`src/rtl/reduce_pkt_pkg.sv`:
```
// rtl/reduce_pkt_pkg.sv - shared types and sizing for the reduce packetizer
package reduce_pkt_pkg;

    localparam int DEF_NUM_THREADS = 8;
    localparam int DEF_NUM_LANES   = 2;
    localparam int DEF_XLEN        = 32;
    localparam int DEF_UUID_WIDTH  = 1;
    localparam int DEF_NW_WIDTH    = 1;
    localparam int DEF_NR_BITS     = 5;
    localparam int DEF_OP_BITS     = 4;

    function automatic int pid_width(input int num_packets);
        return (num_packets > 1) ? $clog2(num_packets) : 1;
    endfunction

    localparam int NUM_PACKETS = DEF_NUM_THREADS / DEF_NUM_LANES;
    localparam int PID_W       = pid_width(NUM_PACKETS);

    typedef enum logic {
        IDLE = 1'b0,
        EMIT = 1'b1
    } state_e;

    typedef struct packed {
        logic [DEF_UUID_WIDTH-1:0] uuid;
        logic [DEF_NW_WIDTH-1:0]   wid;
        logic [DEF_XLEN-1:0]       pc;
        logic [DEF_OP_BITS-1:0]    op_type;
        logic [DEF_NR_BITS-1:0]    rd;
        logic                      wb;
    } hdr_t;

endpackage

```
`src/rtl/reduce_pkt_find.sv`:
```
// rtl/reduce_pkt_find.sv - lowest nonzero packet index at or above a start pid
module reduce_pkt_find #(
    parameter int NUM_PACKETS = 4,
    parameter int PID_W       = 2
) (
    input  logic [NUM_PACKETS-1:0] nz,
    input  logic [PID_W:0]         start,
    output logic [PID_W-1:0]       next_pid,
    output logic                   found,
    output logic                   is_last
);

    logic higher;

    always_comb begin
        found    = 1'b0;
        next_pid = '0;
        higher   = 1'b0;
        // Descending scan so the lowest qualifying index wins.
        for (int p = NUM_PACKETS - 1; p >= 0; p--) begin
            if (nz[p] && (p >= int'(start))) begin
                found    = 1'b1;
                next_pid = PID_W'(p);
            end
        end
        for (int p = 0; p < NUM_PACKETS; p++) begin
            if (nz[p] && (p > int'(next_pid))) begin
                higher = found;
            end
        end
        is_last = found && !higher;
    end

endmodule

```
`src/rtl/reduce_packetizer.sv`:
```
// rtl/reduce_packetizer.sv - splits one warp reduce instruction into lane-group packets
// REDUCE_PKT_SKIP_EN: skip packets whose thread-mask slice is all zero.
module reduce_packetizer
    import reduce_pkt_pkg::*;
#(
    parameter int NUM_THREADS = DEF_NUM_THREADS,
    parameter int NUM_LANES   = DEF_NUM_LANES,
    parameter int XLEN        = DEF_XLEN,
    parameter int UUID_WIDTH  = DEF_UUID_WIDTH,
    parameter int NW_WIDTH    = DEF_NW_WIDTH,
    parameter int NR_BITS     = DEF_NR_BITS,
    parameter int OP_BITS     = DEF_OP_BITS,
    localparam int NPKT       = NUM_THREADS / NUM_LANES,
    localparam int PW         = pid_width(NPKT)
) (
    input  logic                          clk,
    input  logic                          reset,
    input  logic                          in_valid,
    output logic                          in_ready,
    input  logic [UUID_WIDTH-1:0]         in_uuid,
    input  logic [NW_WIDTH-1:0]           in_wid,
    input  logic [NUM_THREADS-1:0]        in_tmask,
    input  logic [XLEN-1:0]               in_pc,
    input  logic [OP_BITS-1:0]            in_op_type,
    input  logic [NR_BITS-1:0]            in_rd,
    input  logic                          in_wb,
    input  logic [NUM_THREADS*XLEN-1:0]   in_rs1_data,
    output logic                          out_valid,
    input  logic                          out_ready,
    output logic [UUID_WIDTH-1:0]         out_uuid,
    output logic [NW_WIDTH-1:0]           out_wid,
    output logic [XLEN-1:0]               out_pc,
    output logic [OP_BITS-1:0]            out_op_type,
    output logic [NR_BITS-1:0]            out_rd,
    output logic                          out_wb,
    output logic [NUM_LANES-1:0]          out_tmask,
    output logic [NUM_LANES*XLEN-1:0]     out_rs1_data,
    output logic [PW-1:0]                 out_pid,
    output logic                          out_sop,
    output logic                          out_eop
);

    state_e                      state_q, state_d;
    logic [PW-1:0]               pid_q, pid_d;
    logic                        sop_q, sop_d;
    logic [NUM_THREADS-1:0]      tmask_q, tmask_d;
    logic [NUM_THREADS*XLEN-1:0] data_q, data_d;
    hdr_t                        hdr_q, hdr_d;

    logic          eop;
    logic          fire;
    logic          capture;
    logic [PW-1:0] cap_pid;
    logic [PW-1:0] next_pid;

`ifdef REDUCE_PKT_SKIP_EN
    logic [NPKT-1:0] nz_in;
    logic [NPKT-1:0] nz_held;
    logic [PW:0]     start_next;
    logic [PW-1:0]   first_pid;
    logic            cap_found;
    logic            adv_found;
    logic            unused_cap_last;
    logic            unused_adv_last;

    for (genvar p = 0; p < NPKT; p++) begin : g_nz
        assign nz_in[p]   = |in_tmask[p*NUM_LANES +: NUM_LANES];
        assign nz_held[p] = |tmask_q[p*NUM_LANES +: NUM_LANES];
    end

    assign start_next = {1'b0, pid_q} + (PW+1)'(1);

    reduce_pkt_find #(.NUM_PACKETS(NPKT), .PID_W(PW)) u_find_first (
        .nz       (nz_in),
        .start    ('0),
        .next_pid (first_pid),
        .found    (cap_found),
        .is_last  (unused_cap_last)
    );

    reduce_pkt_find #(.NUM_PACKETS(NPKT), .PID_W(PW)) u_find_next (
        .nz       (nz_held),
        .start    (start_next),
        .next_pid (next_pid),
        .found    (adv_found),
        .is_last  (unused_adv_last)
    );

    // An all-zero mask still yields one packet at pid 0.
    assign cap_pid = cap_found ? first_pid : '0;
    assign eop     = !adv_found;
`else
    assign cap_pid  = '0;
    assign next_pid = pid_q + PW'(1);
    assign eop      = (pid_q == PW'(NPKT - 1));
`endif

    always_ff @(posedge clk or negedge reset) begin
        if (!reset) begin
            state_q <= IDLE;
        end else begin
            state_q <= state_d;
        end
    end

    always_comb begin
        state_d = state_q;
        case (state_q)
            IDLE: if (in_valid) state_d = EMIT;
            EMIT: if (fire && eop && !in_valid) state_d = IDLE;
            default: state_d = IDLE;
        endcase
    end

    always_comb begin
        out_valid = (state_q == EMIT);
        in_ready  = (state_q == IDLE) || (out_ready && eop);
        fire      = out_valid && out_ready;
        capture   = in_valid && in_ready;
    end

    always_comb begin
        pid_d   = pid_q;
        sop_d   = sop_q;
        tmask_d = tmask_q;
        data_d  = data_q;
        hdr_d   = hdr_q;
        if (capture) begin
            pid_d   = cap_pid;
            sop_d   = 1'b1;
            tmask_d = in_tmask;
            data_d  = in_rs1_data;
            hdr_d   = '{uuid: in_uuid, wid: in_wid, pc: in_pc, op_type: in_op_type,
                        rd: in_rd, wb: in_wb};
        end else if (fire && !eop) begin
            pid_d = next_pid;
            sop_d = 1'b0;
        end
    end

    always_ff @(posedge clk or negedge reset) begin
        if (!reset) begin
            pid_q   <= '0;
            sop_q   <= 1'b0;
            tmask_q <= '0;
            data_q  <= '0;
            hdr_q   <= '0;
        end else begin
            pid_q   <= pid_d;
            sop_q   <= sop_d;
            tmask_q <= tmask_d;
            data_q  <= data_d;
            hdr_q   <= hdr_d;
        end
    end

    assign out_uuid     = hdr_q.uuid;
    assign out_wid      = hdr_q.wid;
    assign out_pc       = hdr_q.pc;
    assign out_op_type  = hdr_q.op_type;
    assign out_rd       = hdr_q.rd;
    assign out_wb       = hdr_q.wb;
    assign out_tmask    = tmask_q[pid_q*NUM_LANES +: NUM_LANES];
    assign out_rs1_data = data_q[pid_q*NUM_LANES*XLEN +: NUM_LANES*XLEN];
    assign out_pid      = pid_q;
    assign out_sop      = sop_q;
    assign out_eop      = eop;

endmodule

```
`config.mk`:
```
export PLATFORM = sky130hd
export DESIGN_NAME = reduce_packetizer
export DESIGN_NICKNAME = d
export VERILOG_FILES = /design/src/rtl/reduce_pkt_pkg.sv /design/src/rtl/reduce_pkt_find.sv /design/src/rtl/reduce_packetizer.sv
export SDC_FILE = /design/constraint.sdc
export NUM_CORES = 1
export LEC_CHECK = 0
export ABC_AREA = 1
export CORE_ASPECT_RATIO = 0.5
export CORE_MARGIN = 2
export CORE_UTILIZATION = 41
export DETAILED_ROUTE_END_ITERATION = 8
export PLACE_DENSITY = 0.75
export SLEW_MARGIN = 30
export SYNTH_ARGS = -nofsm -noshare
export SYNTH_HDL_FRONTEND = slang
export SYNTH_SLANG_ARGS = --single-unit
```
`constraint.sdc`:
```
create_clock -name clk -period 1.8 [get_ports clk]
set_input_delay 0.18 -clock clk [delete_from_list [all_inputs] [get_ports clk]]
set_output_delay 0.18 -clock clk [all_outputs]
set_load 0.02 [all_outputs]
```
==> summary.md <==
| Metric | Value |
|---|---|
| Top Ports | `428` |
| Ys Warns | `0` |
| Critical Path AT | `2.09 ns` |
| Std-Cell Rows | `48` |
| Final hold viol count | `0` |
| Gp weighted congestion | `0.971` |
| Final #Nets | `2,660` |
| Final setup vio count | `382` |
| Initial DRC count | `1,621` |
| Setup slack after layout | `-0.469 ns` |
| WL/cell | `20.9 um` |
| DRT Wirelength | `59,700 um` |
| Worst vdd ir | `0.955 mV` |
| Routed Antenna Nets | `0` |
| Die Span X | `271 um` |
| Largest area contributor in the netlist | `dfrtp_1` |
| RSZ-0062 raised after global routing | `true` |
| Number of CTS-inserted buffers | `29` |
| Met3 Usage GRT | `8.89%` |
| Die Y | `138 um` |
| Core area | `34,800 um2` |
| Post-synth cell types | `11` |
| Failing checks | `negative setup slack` |
| Initial antenna violation count | `10` |
| Fillers | `2,708` |
| Synthesis-to-finish area growth | `53.5%` |
| Required time worst endpoint | `1.62 ns` |
| Worst rel slew slack | `66.6%` |
| P per Cell Area | `1870 nW/um2` |
| CP Cell Sequence | `buf_12 > buf_8 > buf_12 > o211ai_1 > nand2_1 > buf_6` |
| Post-Route Skew | `0.0111 ns` |
| Most used cell along the critical path | `buf_12` |
| Total number of vias | `15.2k` |
| Crit start category | `register` |
| Gr busiest metal | `met2` |
| Post-layout util | `64.6%` |
| Met2 usage | `46.9%` |
| Max cap viols | `0` |
| Clk sink count | `312` |
| Share of post-route cells with drive strength above 1 | `13.0%` |
| Die area | `37,400 um2` |
| Syn_nets | `2,178` |
| Slew @ Worst Pin | `0.499 ns` |
| Most frequent cells in the layout | `nand2_1 (812), clkdlybuf4s50_1 (354), dfrtp_1 (310), nand3_1 (304), inv_1 (134)` |
| Status | `complete, but fails checks` |
| Most common cell after layout, fill and taps aside | `nand2_1` |
| Maximum buffer depth of the clock tree | `3` |
| Layout Cells excl Fill | `2,853` |
| Vias in the first global route | `14.4k` |
| First drt pass iteration count | `8` |
| Register area share after synthesis | `53.2%` |
| Worst setup EP type | `output pin` |
| WP buf/inv | `4` |
| First-pass GRT wire length | `86,500 um` |
| Synth Register Bits | `312` |
| Tot GR Track Use | `30.6%` |
| Top post-synthesis cells by area | `dfrtp_1 (53%), nand2_1 (21%), nand3_1 (11%)` |
| Max Slew Vio Count | `0` |
| Initial core utilization | `42.1%` |
| Crit path max-delay family | `buffers and inverters` |
| Max Clk Rate | `0.441 GHz` |
| Setup CP Type | `register to output pin` |
| Placed insts | `2,737` |
| Via-to-Cell Ratio | `5.33` |
| Multi-input gate area | `5770 um2` |
| Synth top area share | `53.2%` |
| Root buffer cell | `clkbuf_16` |
| CTS tree | `done` |
| Slowest-stage cell, CP | `dfrtp_4` |
| Storage cell area | `7810 um2` |
| Final Critical Period | `2.27 ns` |
| Synthesized area per cell | `7.86 um2` |
| Reg clk slew, reported paths | `0.07 ns` |
| Clk Latency, worst-skew pair | `0.56 ns` |
| Residual DRC count | `0` |
| H-tree depth | `1` |
| Synth Cell Area | `14,700 um2` |
| CP max FO | `7` |
| PortBufs | `427` |
| Final worst-path cycle share | `126%` |
| CP max stage delay | `0.56 ns` |
| Leakage Power | `0.0115 uW` |
| Global route overflow | `0` |
| Pin count of the biggest net entering global routing | `60` |
| Synth Instances | `1,865` |
| Met1 usage | `41.0%` |
| Post-DP HPWL | `40,900 um` |
| HP Class | `primary input to asynchronous set/reset pin` |
==> cell families after synthesis <==
family                   after synthesis  synth area share, %
buffers and inverters                281                 8.13
AO/OA/AOI/OAI                        132                 6.76
AND/OR/NAND/NOR                     1139                 31.8
flip-flops                           312                 53.2
adder cells (fa/ha/maj)                1               0.0853
==> metrics by stage <==
step / setup slack, ns / setup TNS (ns) / hold slack, ns / total power, uW / area [um2]
global route: -0.519 / -101.27 / 0.142 / 44300 / 22500
global placement: -0.234 / -11.93 / 0.130 / 32300 / 20300
finish: -0.469 / -80.29 / 0.116 / 42200 / 22500
CTS: -0.503 / -62.27 / 0.121 / 41300 / 22300
detailed placement: -0.231 / -12.09 / 0.130 / 32700 / 20300
floorplan: 0.0923 / 0 / -0.116 / 22600 / 14700
==> cell type report <==
class,instances,share of cell area [%]
sequential,312,34.7
timing repair buffer,597,30.2
antenna,10,0.111
clock inverter,15,0.945
multi-input combinational,1272,25.6
clock buffer,37,3.53
tap,475,2.64
inverter,135,2.26
==> report_power, final <==
group,total (uW),internal [uW],switching (uW)
registers,12400,10300,2150
clock network,6710,3850,2860
logic,23000,10100,12900
==> flip-flops by register name (all words and copies together), names as in the netlist <==
signal,cells
data_q,256
out_wb,1
tmask_q,8
out_valid,1
out_op_type,4
out_pid,2
out_pc,32
out_uuid,1
out_sop,1
out_wid,1
out_rd,5
==> routing by layer <==
metal / up-vias / part of all wire [%]
met2: 810 / 45
met4: 6 / 4.5
met1: 7254 / 40
met3: 177 / 11
met5: - / 0.074
li1: 6964 / -
==> worst reg2reg max path, stage by stage, from the launching register on <==
cell and delay, ns:
dfrtp_4 0.56, buf_4 0.17, buf_6 0.11, ha_4 0.16, nand2_2 0.08, nand2_4 0.07
buf_12 0.16, nand2_8 0.10, buf_6 0.12, buf_16 0.13, bufbuf_16 0.26, nand2_1 0.06
nand2_1 0.06
==> Yosys cell counts <==
| cell type | count |
|---|---|
| nand4_1 | 1 |
| inv_1 | 135 |
| ha_1 | 1 |
| nor2_1 | 5 |
| dfrtp_1 | 312 |
| nand2_1 | 824 |
| o211ai_1 | 132 |
| nand3_1 | 309 |
| clkbuf_1 | 30 |
| buf_1 | 6 |
| buf_2 | 110 |
==> final timing paths <==
kind	from	endpoint	slack, ns	depth (start not counted)
worst min register to register	out_op_type[1]	out_op_type[1]	0.47	2
max in group asynchronous	reset	data_q[38]	0.93	3
min in group clk	in_op_type[1]	out_op_type[1]	0.16	3
worst max register to register	out_pid[0]	data_q[65]	-0.30	12
worst min-delay path	reset	data_q[176]	0.12	2
worst max-delay path	out_pid[0]	out_rs1_data[28]	-0.47	6
==> what timing repair did <==
action | in CTS | in global routing
resized for setup | 315 | 56
hold buffers | 2 | 0
pin swaps | 53 | 32
hold endpoints to repair | 265 | 0
gates cloned | 23 | 6
buffers inserted | 18 | 9
setup endpoints to repair | 267 | 382
(Power assumes the default switching activity.)
